<file path="config.mk">
export PLATFORM = sky130hd
export DESIGN_NAME = fetch_sequencer
export DESIGN_NICKNAME = d
export VERILOG_FILES = /design/src/rtl/mips_fetch_pkg.sv /design/src/rtl/fetch_pc_next.sv /design/src/rtl/fetch_sequencer.sv
export SDC_FILE = /design/constraint.sdc
export NUM_CORES = 1
export LEC_CHECK = 0
export CORE_ASPECT_RATIO = 1.2
export CORE_MARGIN = 4
export CORE_UTILIZATION = 49
export CTS_CLUSTER_DIAMETER = 100
export DETAILED_ROUTE_END_ITERATION = 6
export PLACE_DENSITY = 0.81
export SKIP_LAST_GASP = 1
export SLEW_MARGIN = 25
export SYNTH_ARGS = -nofsm -noshare
export SYNTH_HDL_FRONTEND = slang
export SYNTH_HIERARCHICAL = 1
export SYNTH_SLANG_ARGS = --single-unit
</file>
<file path="constraint.sdc">
create_clock -name clk -period 3 [get_ports clk]
set_clock_uncertainty 0.2 [all_clocks]
set_input_delay 0.45 -clock clk [delete_from_list [all_inputs] [get_ports clk]]
set_output_delay 0.45 -clock clk [all_outputs]
set_load 0.03 [all_outputs]
</file>
<file path="src/rtl/mips_fetch_pkg.sv">
// Shared definitions for the instruction-fetch sequencer.
//   fetch_state_t : sequencer states (HALTED is only reachable when the
//                   FETCH_HALT_EN macro is defined)
//   HALT_WORD     : syscall encoding that stops fetching in halt builds
//   DEF_*         : default widths, reset PC and sequential PC increment
package mips_fetch_pkg;

   typedef enum logic [2:0] {
      IDLE   = 3'd0,
      REQ    = 3'd1,
      DRAIN  = 3'd2,
      VALID  = 3'd3,
      HALTED = 3'd4
   } fetch_state_t;

   localparam logic [31:0] HALT_WORD    = 32'h0000_000C;
   localparam int          DEF_ADDR_W   = 32;
   localparam int          DEF_DATA_W   = 32;
   localparam logic [31:0] DEF_RESET_PC = 32'h0000_0000;
   localparam int          DEF_PC_STEP  = 4;

endpackage

</file>
<file path="src/rtl/fetch_pc_next.sv">
// Next-PC selection for the fetch sequencer (purely combinational).
// Ports:
//   pc          in   ADDR_W  current PC register
//   redirectPc  in   ADDR_W  control-flow target; low two bits are dropped
//   selRedirect in   1       take the redirect target (highest priority)
//   selStep     in   1       advance to the sequential successor
//   pcNext      out  ADDR_W  value the PC register loads this cycle
//   pcPlus4     out  ADDR_W  pc + PC_STEP, wrapping modulo 2^ADDR_W
module fetch_pc_next import mips_fetch_pkg::*; #(
   parameter int ADDR_W  = DEF_ADDR_W,
   parameter int PC_STEP = DEF_PC_STEP
) (
   input  logic [ADDR_W-1:0] pc,
   input  logic [ADDR_W-1:0] redirectPc,
   input  logic              selRedirect,
   input  logic              selStep,
   output logic [ADDR_W-1:0] pcNext,
   output logic [ADDR_W-1:0] pcPlus4
);

   localparam logic [ADDR_W-1:0] STEP       = ADDR_W'(PC_STEP);
   localparam logic [ADDR_W-1:0] ALIGN_MASK = ~(ADDR_W'(3));

   // Plain modular add: the top word wraps to zero without any flag.
   assign pcPlus4 = pc + STEP;

   always_comb begin
      pcNext = pc;
      if (selRedirect) begin
         pcNext = redirectPc & ALIGN_MASK;
      end else if (selStep) begin
         pcNext = pcPlus4;
      end
   end

endmodule

</file>
<file path="src/rtl/fetch_sequencer.sv">
// Multi-cycle instruction-fetch controller. Owns the PC, issues one word
// fetch at a time to a variable-latency memory and presents each returned
// instruction (with its PC and PC+step) to the datapath.
// Build option: define FETCH_HALT_EN to stop fetching after the syscall
// word (HALT_WORD) is accepted; otherwise halted is tied low.
// Ports:
//   clk, rst_n          clock; asynchronous active-low reset
//   imem_req/imem_addr  fetch request and address (held until imem_ack)
//   imem_ack/imem_rdata memory response for the outstanding request
//   if_valid/if_ready   instruction handshake to the datapath
//   if_inst/if_pc/if_pc_plus4  delivered instruction, its PC and PC+step
//   redirect/redirect_pc       control-flow change and its target
//   stall               holds off starting a new fetch
//   halted              fetch stopped by the halt instruction
//   dbgState            current sequencer state (fetch_state_t encoding)
//
// Handshake rules: imem_req, once raised, stays high with imem_addr stable
// until the cycle imem_ack is seen (only reset withdraws it). if_valid,
// once raised, holds if_inst/if_pc/if_pc_plus4 stable until the cycle
// if_valid & if_ready is seen; a redirect in that cycle cancels the
// transfer and the instruction counts as not accepted.
module fetch_sequencer import mips_fetch_pkg::*; #(
   parameter int                ADDR_W   = DEF_ADDR_W,
   parameter int                DATA_W   = DEF_DATA_W,
   parameter logic [ADDR_W-1:0] RESET_PC = ADDR_W'(DEF_RESET_PC),
   parameter int                PC_STEP  = DEF_PC_STEP
) (
   input  logic              clk,
   input  logic              rst_n,
   output logic              imem_req,
   output logic [ADDR_W-1:0] imem_addr,
   input  logic              imem_ack,
   input  logic [DATA_W-1:0] imem_rdata,
   output logic              if_valid,
   input  logic              if_ready,
   output logic [DATA_W-1:0] if_inst,
   output logic [ADDR_W-1:0] if_pc,
   output logic [ADDR_W-1:0] if_pc_plus4,
   input  logic              redirect,
   input  logic [ADDR_W-1:0] redirect_pc,
   input  logic              stall,
   output logic              halted,
   output logic [2:0]        dbgState
);

   localparam logic [ADDR_W-1:0] RESET_PC_PLUS = RESET_PC + ADDR_W'(PC_STEP);

   fetch_state_t      state;
   fetch_state_t      stateNext;
   logic [ADDR_W-1:0] pc;
   logic [ADDR_W-1:0] pcNext;
   logic [ADDR_W-1:0] pcPlus4;
   logic [ADDR_W-1:0] addrQ;
   logic [DATA_W-1:0] instQ;
   logic [ADDR_W-1:0] ifPcQ;
   logic [ADDR_W-1:0] ifPcPlus4Q;
   logic              selRedirect;
   logic              selStep;
   logic              capture;

   fetch_pc_next #(
      .ADDR_W  (ADDR_W),
      .PC_STEP (PC_STEP)
   ) uPcNext (
      .pc          (pc),
      .redirectPc  (redirect_pc),
      .selRedirect (selRedirect),
      .selStep     (selStep),
      .pcNext      (pcNext),
      .pcPlus4     (pcPlus4)
   );

   // Next-state / control decode. Redirect is checked first everywhere so
   // it overrides both the memory response and the datapath handshake.
   always_comb begin
      stateNext   = state;
      selRedirect = 1'b0;
      selStep     = 1'b0;
      capture     = 1'b0;
      case (state)
         IDLE: begin
            if (redirect) begin
               selRedirect = 1'b1;
               stateNext   = stall ? IDLE : REQ;
            end else if (!stall) begin
               stateNext = REQ;
            end
         end
         REQ: begin
            if (redirect) begin
               selRedirect = 1'b1;
               // Without an ack the old request is still in flight and must
               // be drained before the new address can be issued.
               stateNext   = imem_ack ? REQ : DRAIN;
            end else if (imem_ack) begin
               capture   = 1'b1;
               stateNext = VALID;
            end
         end
         DRAIN: begin
            // A later redirect simply replaces the pending target.
            if (redirect) begin
               selRedirect = 1'b1;
            end
            if (imem_ack) begin
               stateNext = REQ;
            end
         end
         VALID: begin
            if (redirect) begin
               selRedirect = 1'b1;
               stateNext   = stall ? IDLE : REQ;
            end else if (if_ready) begin
               selStep   = 1'b1;
               stateNext = stall ? IDLE : REQ;
`ifdef FETCH_HALT_EN
               if (instQ == DATA_W'(HALT_WORD)) begin
                  stateNext = HALTED;
               end
`endif
            end
         end
`ifdef FETCH_HALT_EN
         HALTED: begin
            stateNext = HALTED;
         end
`endif
         default: begin
            stateNext = IDLE;
         end
      endcase
   end

   always_ff @(posedge clk or negedge rst_n) begin
      if (!rst_n) begin
         state      <= IDLE;
         pc         <= RESET_PC;
         addrQ      <= RESET_PC;
         instQ      <= '0;
         ifPcQ      <= RESET_PC;
         ifPcPlus4Q <= RESET_PC_PLUS;
      end else begin
         state <= stateNext;
         pc    <= pcNext;
         // While a request waits for its ack pcNext equals pc, so reloading
         // here never moves the address of an outstanding request.
         if (stateNext == REQ) begin
            addrQ <= pcNext;
         end
         if (capture) begin
            instQ      <= imem_rdata;
            ifPcQ      <= pc;
            ifPcPlus4Q <= pcPlus4;
         end
      end
   end

   assign imem_req    = (state == REQ) || (state == DRAIN);
   assign imem_addr   = addrQ;
   assign if_valid    = (state == VALID);
   assign if_inst     = instQ;
   assign if_pc       = ifPcQ;
   assign if_pc_plus4 = ifPcPlus4Q;
   assign dbgState    = state;

`ifdef FETCH_HALT_EN
   assign halted = (state == HALTED);
`else
   assign halted = 1'b0;
`endif

endmodule

</file>
---- Word-level counts from Yosys, hierarchy flattened ----
Cells that the tools add are included.
cells by class
  $add $sub $neg .......................... 1
  equality and inequality tests ........... 4
  muxes and demuxes ....................... 20
  reduce and logical (&&, ||, !) cells .... 3
operators by type and width
  kind                                                 count
  two-way mux 32 bit                                   2
  adder 32 x 3 -> 32 bit, second input constant        1
  two-way mux 3 bit                                    7
  one-hot mux 3 bit (4 select lines)                   1
  two-way mux 1 bit                                    9
  equality test 3 x 1 -> 1 bit, second input constant  2
  equality test 3 x 2 -> 1 bit, second input constant  2
  OR reduction 4 bit                                   1
  logical NOT 3 bit                                    1
  two-way mux 2 bit                                    1
  logical OR 1 bit                                     1
storage, ports and cells
  register bits ........................... 163

---- Logic depth before layout (Yosys ltp) ----
  word-level depth ........................ 5
  depth in mapped cells ................... 10
  depth with buffers taken out ............ 7

---- Modules after synthesis ----
The synthesis kept the hierarchy.
modules (own cells, without submodules)
  module           times used  cells an instance  area an instance (µm²)  seq. area each (µm²)
  fetch_sequencer  1           333                5936.9                  4080.2
  fetch_pc_next    1           252                1501.4                  0.0

---- Worst setup path before layout ----
Ideal clock, no wire load.
  kind .................................... register to register
  from .................................... register state[2], in the netlist dbgState[2]
  to ...................................... register addrQ[31], in the netlist imem_addr[31]
  setup time .............................. 0.065 ns
  arrival ................................. 2.540 ns
  setup slack ............................. 0.195 ns
  cell stages (with the launch flop) ...... 10
  path buffers ............................ 2
  clock period less this slack ............ 2.805 ns
  cells stage by stage .................... dfrtp_1 -> buf_2 -> nor2_1 -> and4_1 -> clkbuf_1 -> inv_1 -> or3_1 -> or4_1 -> a31oi_1 -> mux2_2
between the ends
  longest elaborated chain between the ends .. 4
  elaborated cells between the ends (all ways) .. 18
RTL lines
  item                          RTL line                text
  from (decl)                   fetch_sequencer.sv:48   fetch_state_t state;
  from (signal assigned)        fetch_sequencer.sv:143  state <= stateNext;
  equality test 3 x 2 -> 1 bit  fetch_sequencer.sv:80   case (state)
  two-way mux 1 bit             fetch_sequencer.sv:80
  via selStep                   fetch_sequencer.sv:58   logic selStep;
  two-way mux 32 bit            fetch_pc_next.sv:31     end else if (selStep) begin
  two-way mux 32 bit            fetch_pc_next.sv:29     if (selRedirect) begin
  via pcNext[31]                fetch_sequencer.sv:51   logic [ADDR_W-1:0] pcNext;
  to (signal assigned)          fetch_sequencer.sv:148  addrQ <= pcNext;
  to (decl)                     fetch_sequencer.sv:53   logic [ADDR_W-1:0] addrQ;
The timed path passes the listed nets, and every way through them passes these cells.
A chain may end at the register's enable or synchronous reset.

---- Final worst setup path ----
  from .................................... register pc[2]
  to ...................................... register addrQ[29], in the netlist imem_addr[29]
between the ends
  longest elaborated chain between the ends .. 3
RTL lines
  item                    RTL line                text
  from (decl)             fetch_sequencer.sv:50   logic [ADDR_W-1:0] pc;
  from (signal assigned)  fetch_sequencer.sv:144  pc <= pcNext;
  adder 32 x 3 -> 32 bit  fetch_pc_next.sv:25     assign pcPlus4 = pc + STEP;
  two-way mux 32 bit      fetch_pc_next.sv:31
  two-way mux 32 bit      fetch_pc_next.sv:29
  via pcNext[29]          fetch_sequencer.sv:51
The timed path passes the listed nets, and every way through them passes these cells.

==> flow_metrics.env <==
export IMPL_status="finished, final reports clean"
export IMPL_place_congestion=0.8662
export IMPL_insertion_delay_ns=0.41
export IMPL_nNetsFinal=860
export IMPL_crit_slowest_cell="or4_4"
export IMPL_synth_ff_type="dfrtp_1"
export IMPL_initial_utilization_pct=49.72
export IMPL_core_um2=14960
export IMPL_io_buffers=200
export IMPL_area_delta_synth_final_pct=38.62
export IMPL_p_leak_nw=4.337
export IMPL_synth_edf_count=0
export IMPL_floorplan_die_area_um2=17220
export IMPL_ys_ff_latch=163
export IMPL_ys_types=47
export IMPL_antenna_found_initial=0
export IMPL_dr_pass1_iters=5
export IMPL_ys_warnings_count=6
export IMPL_post_cts_resize_count=0
export IMPL_dp_cells=973
export IMPL_drv_slew=0
export IMPL_cts_root_buf="clkbuf_16"
export IMPL_antenna_cells=0
export IMPL_drive_gt1_share_pct=12.59
export IMPL_finalCritPeriodShare_pct=89.83
export IMPL_hpwl_mm=13.79
export IMPL_drt_iter0_markers=306
export IMPL_fin_total_pwr_mw=9.673
export IMPL_grt_start_max_net_pins=63
export IMPL_fmax_mhz=371.1
export IMPL_hold_violations=0
export IMPL_crit_path_end_kind="register"
export IMPL_worstMarginPinSlew_ns=0.5987
export IMPL_cts_htree_levels=4
export IMPL_seq_area_um2=4080
export IMPL_grt_pass1_vias=5630
export IMPL_worst_setup_path_type="register to register"
export IMPL_syn_area_um2=7438
export IMPL_syn_avg_cell_area_um2=12.72
export IMPL_postSynth_asyncResetShare_pct=100.0
export IMPL_multi_input_area_um2=3114
export IMPL_die_width_um=120.5
export IMPL_totalWireLength_mm=19.33
export IMPL_worstPathMaxFanout=22
export IMPL_avgRoutedWirePerCell_um=19.21
export IMPL_start_kind="register"
export IMPL_die_h_um=143.0
export IMPL_grt_overflow=0
export IMPL_fillerInstances=1102
export IMPL_critical_path_max_stage_delay_ns=0.70
export IMPL_pre_cts_ws_ns=-0.01666
export IMPL_vias=5502
export IMPL_floorplan_rows=49
export IMPL_layout_min_cycle_time_ns=2.695
export IMPL_cts_tree="done"
export IMPL_grtUsageTotal_pct=22.36
export IMPL_max_cap_violations=0
export IMPL_crit_required_ns=3.16
export IMPL_arrival_ns=2.85
export IMPL_synthCells=585
export IMPL_io_pins=204
export IMPL_ys_seq_area_share_pct=54.85
export IMPL_cts_sinks=163
export IMPL_stdcell_count=1006
export IMPL_holdCritPathClass="register to register"
export IMPL_clockBufferDepth=2
export IMPL_grt_pass1_wl_mm=30.38
export IMPL_path_cells="nand4_1 -> or4_4 -> or4_1 -> a31oi_1 -> mux2_4"
export IMPL_finalSetupViolCount=0
export IMPL_clk_pin_slew_ns=0.07
export IMPL_power_density_nw_per_um2=938.1
export IMPL_antenna_left=0
export IMPL_drcViolationCount=0
export IMPL_max_slew_margin_rel_pct=60.08
export IMPL_ir_drop_v=0.0005810
export IMPL_setup_ws_ns=0.3051
export IMPL_cts_buffers=17
export IMPL_via_per_inst=5.469
export IMPL_rsz0062_at_grt="no"
power by group:
group	internal, mW	switching (mW)	total [mW]
clock	1.17	0.929	2.10
sequential	2.96	0.522	3.48
combinational	1.87	2.22	4.10
cell families after synthesis:
logic type	count (synthesis)	synth area share [%]
fa+ha+maj	1	0.1682
buf+inv	49	3.583
other cells	1	0.05041
simple gates	151	10.93
compound gates	47	4.205
mux	129	21.03
xor+xnor	44	5.181
flops	163	54.85
registers in the layout, summed over array words and instances (netlist names):
register	flops
dbgState	3
if_inst	32
if_pc	32
if_pc_plus4	32
imem_addr	32
pc	32
metrics by stage:
step	hold slack, ns	TNS (ns)	utilization [%]	instance area (um^2)
floorplan	-0.04559	0	-	7442
global placement	0.2666	0	65.01	9724
detailed placement	0.2740	-0.01666	65.01	9724
CTS	0.2888	0	68.93	10310
global route	0.3001	0	68.93	10310
finish	0.2825	0	68.93	10310
cell usage in the layout (no fill, tap or decap), types with 2 or more instances in the layout:
master,count
a31oi_1,13
and2_1,2
and4_1,8
buf_12,4
buf_4,23
clkbuf_16,17
clkdlybuf4s50_1,199
clkinv_4,5
clkinvlp_4,3
conb_1,2
dfrtp_1,162
inv_1,4
inv_6,4
mux2_1,96
mux2_2,2
mux2_4,30
nand2_1,35
nand3_1,11
nand4_1,16
nor2_1,29
nor2b_1,4
nor3_1,10
nor4_1,8
o21ai_0,20
o31ai_1,8
or2_1,2
or3_1,8
or4_1,7
xnor2_1,23
xor2_1,21
per-layer routing:
layer / GRT usage, % / routed length [um] / part of all wire [%] / vias up
li1: - / - / - / 2483
met1: 27.99 / 8020 / 41 / 2758
met2: 39.39 / 9940 / 51 / 231
met3: 4.279 / 1020 / 5.3 / 30
met4: 6.921 / 348 / 1.8 / 0
met5: 0 / 0 / 0 / -
critical path: cells and delay by family, from the launching register on:
family,cells,cell delay [ns]
AO/OA/AOI/OAI,1,0.22
AND/OR/NAND/NOR,3,1.54
multiplexers,1,0.17
flip-flops,1,0.50
synth_stat cells, types with 2 or more instances:
cell type,number,area share [%]
a31oi_1,13,1.1
and2_1,2,0.17
and3_1,2,0.17
and4_1,8,0.94
buf_2,13,0.87
buf_4,7,0.71
buf_6,5,0.76
clkbuf_1,17,0.86
clkbuf_2,2,0.13
dfrtp_1,162,54
inv_1,4,0.20
mux2_1,96,15
mux2_2,2,0.30
mux2_4,30,6.1
nand2_1,35,1.8
nand3_1,11,0.74
nand4_1,16,1.3
nor2_1,29,1.5
nor2b_1,5,0.42
nor3_1,10,0.67
nor4_1,8,0.67
o21ai_0,20,1.3
o31ai_1,8,0.81
or2_1,2,0.17
or3_1,8,0.67
or4_1,7,0.71
xnor2_1,23,2.7
xor2_1,21,2.5
path summary, 6_finish.rpt:
kind,depth (start not counted),start,slack (ns),endpoint
max,5,pc[2],0.31,imem_addr[29]
min,1,if_pc[28],0.28,if_pc[28]
max reg2reg,5,pc[2],0.31,imem_addr[29]
min reg2reg,1,if_pc[28],0.28,if_pc[28]
max in group asynchronous,3,rst_n,1.42,if_pc_plus4[12]
min in group asynchronous,2,rst_n,0.38,imem_addr[21]
cell type report:
class | count | share of cell area (%)
clock buffers | 18 | 4.162
flip-flops and latches | 163 | 39.57
repair buffers | 228 | 21.98
inverters | 5 | 0.1820
multi-input cells | 374 | 30.20
clock inverters | 14 | 1.432
well taps | 204 | 2.475
timing repair:
action	in CTS	in global routing
buffers inserted	0	0
hold buffers	1	0
hold endpoints to repair	59	0
Power figures use the tool's default switching activity.
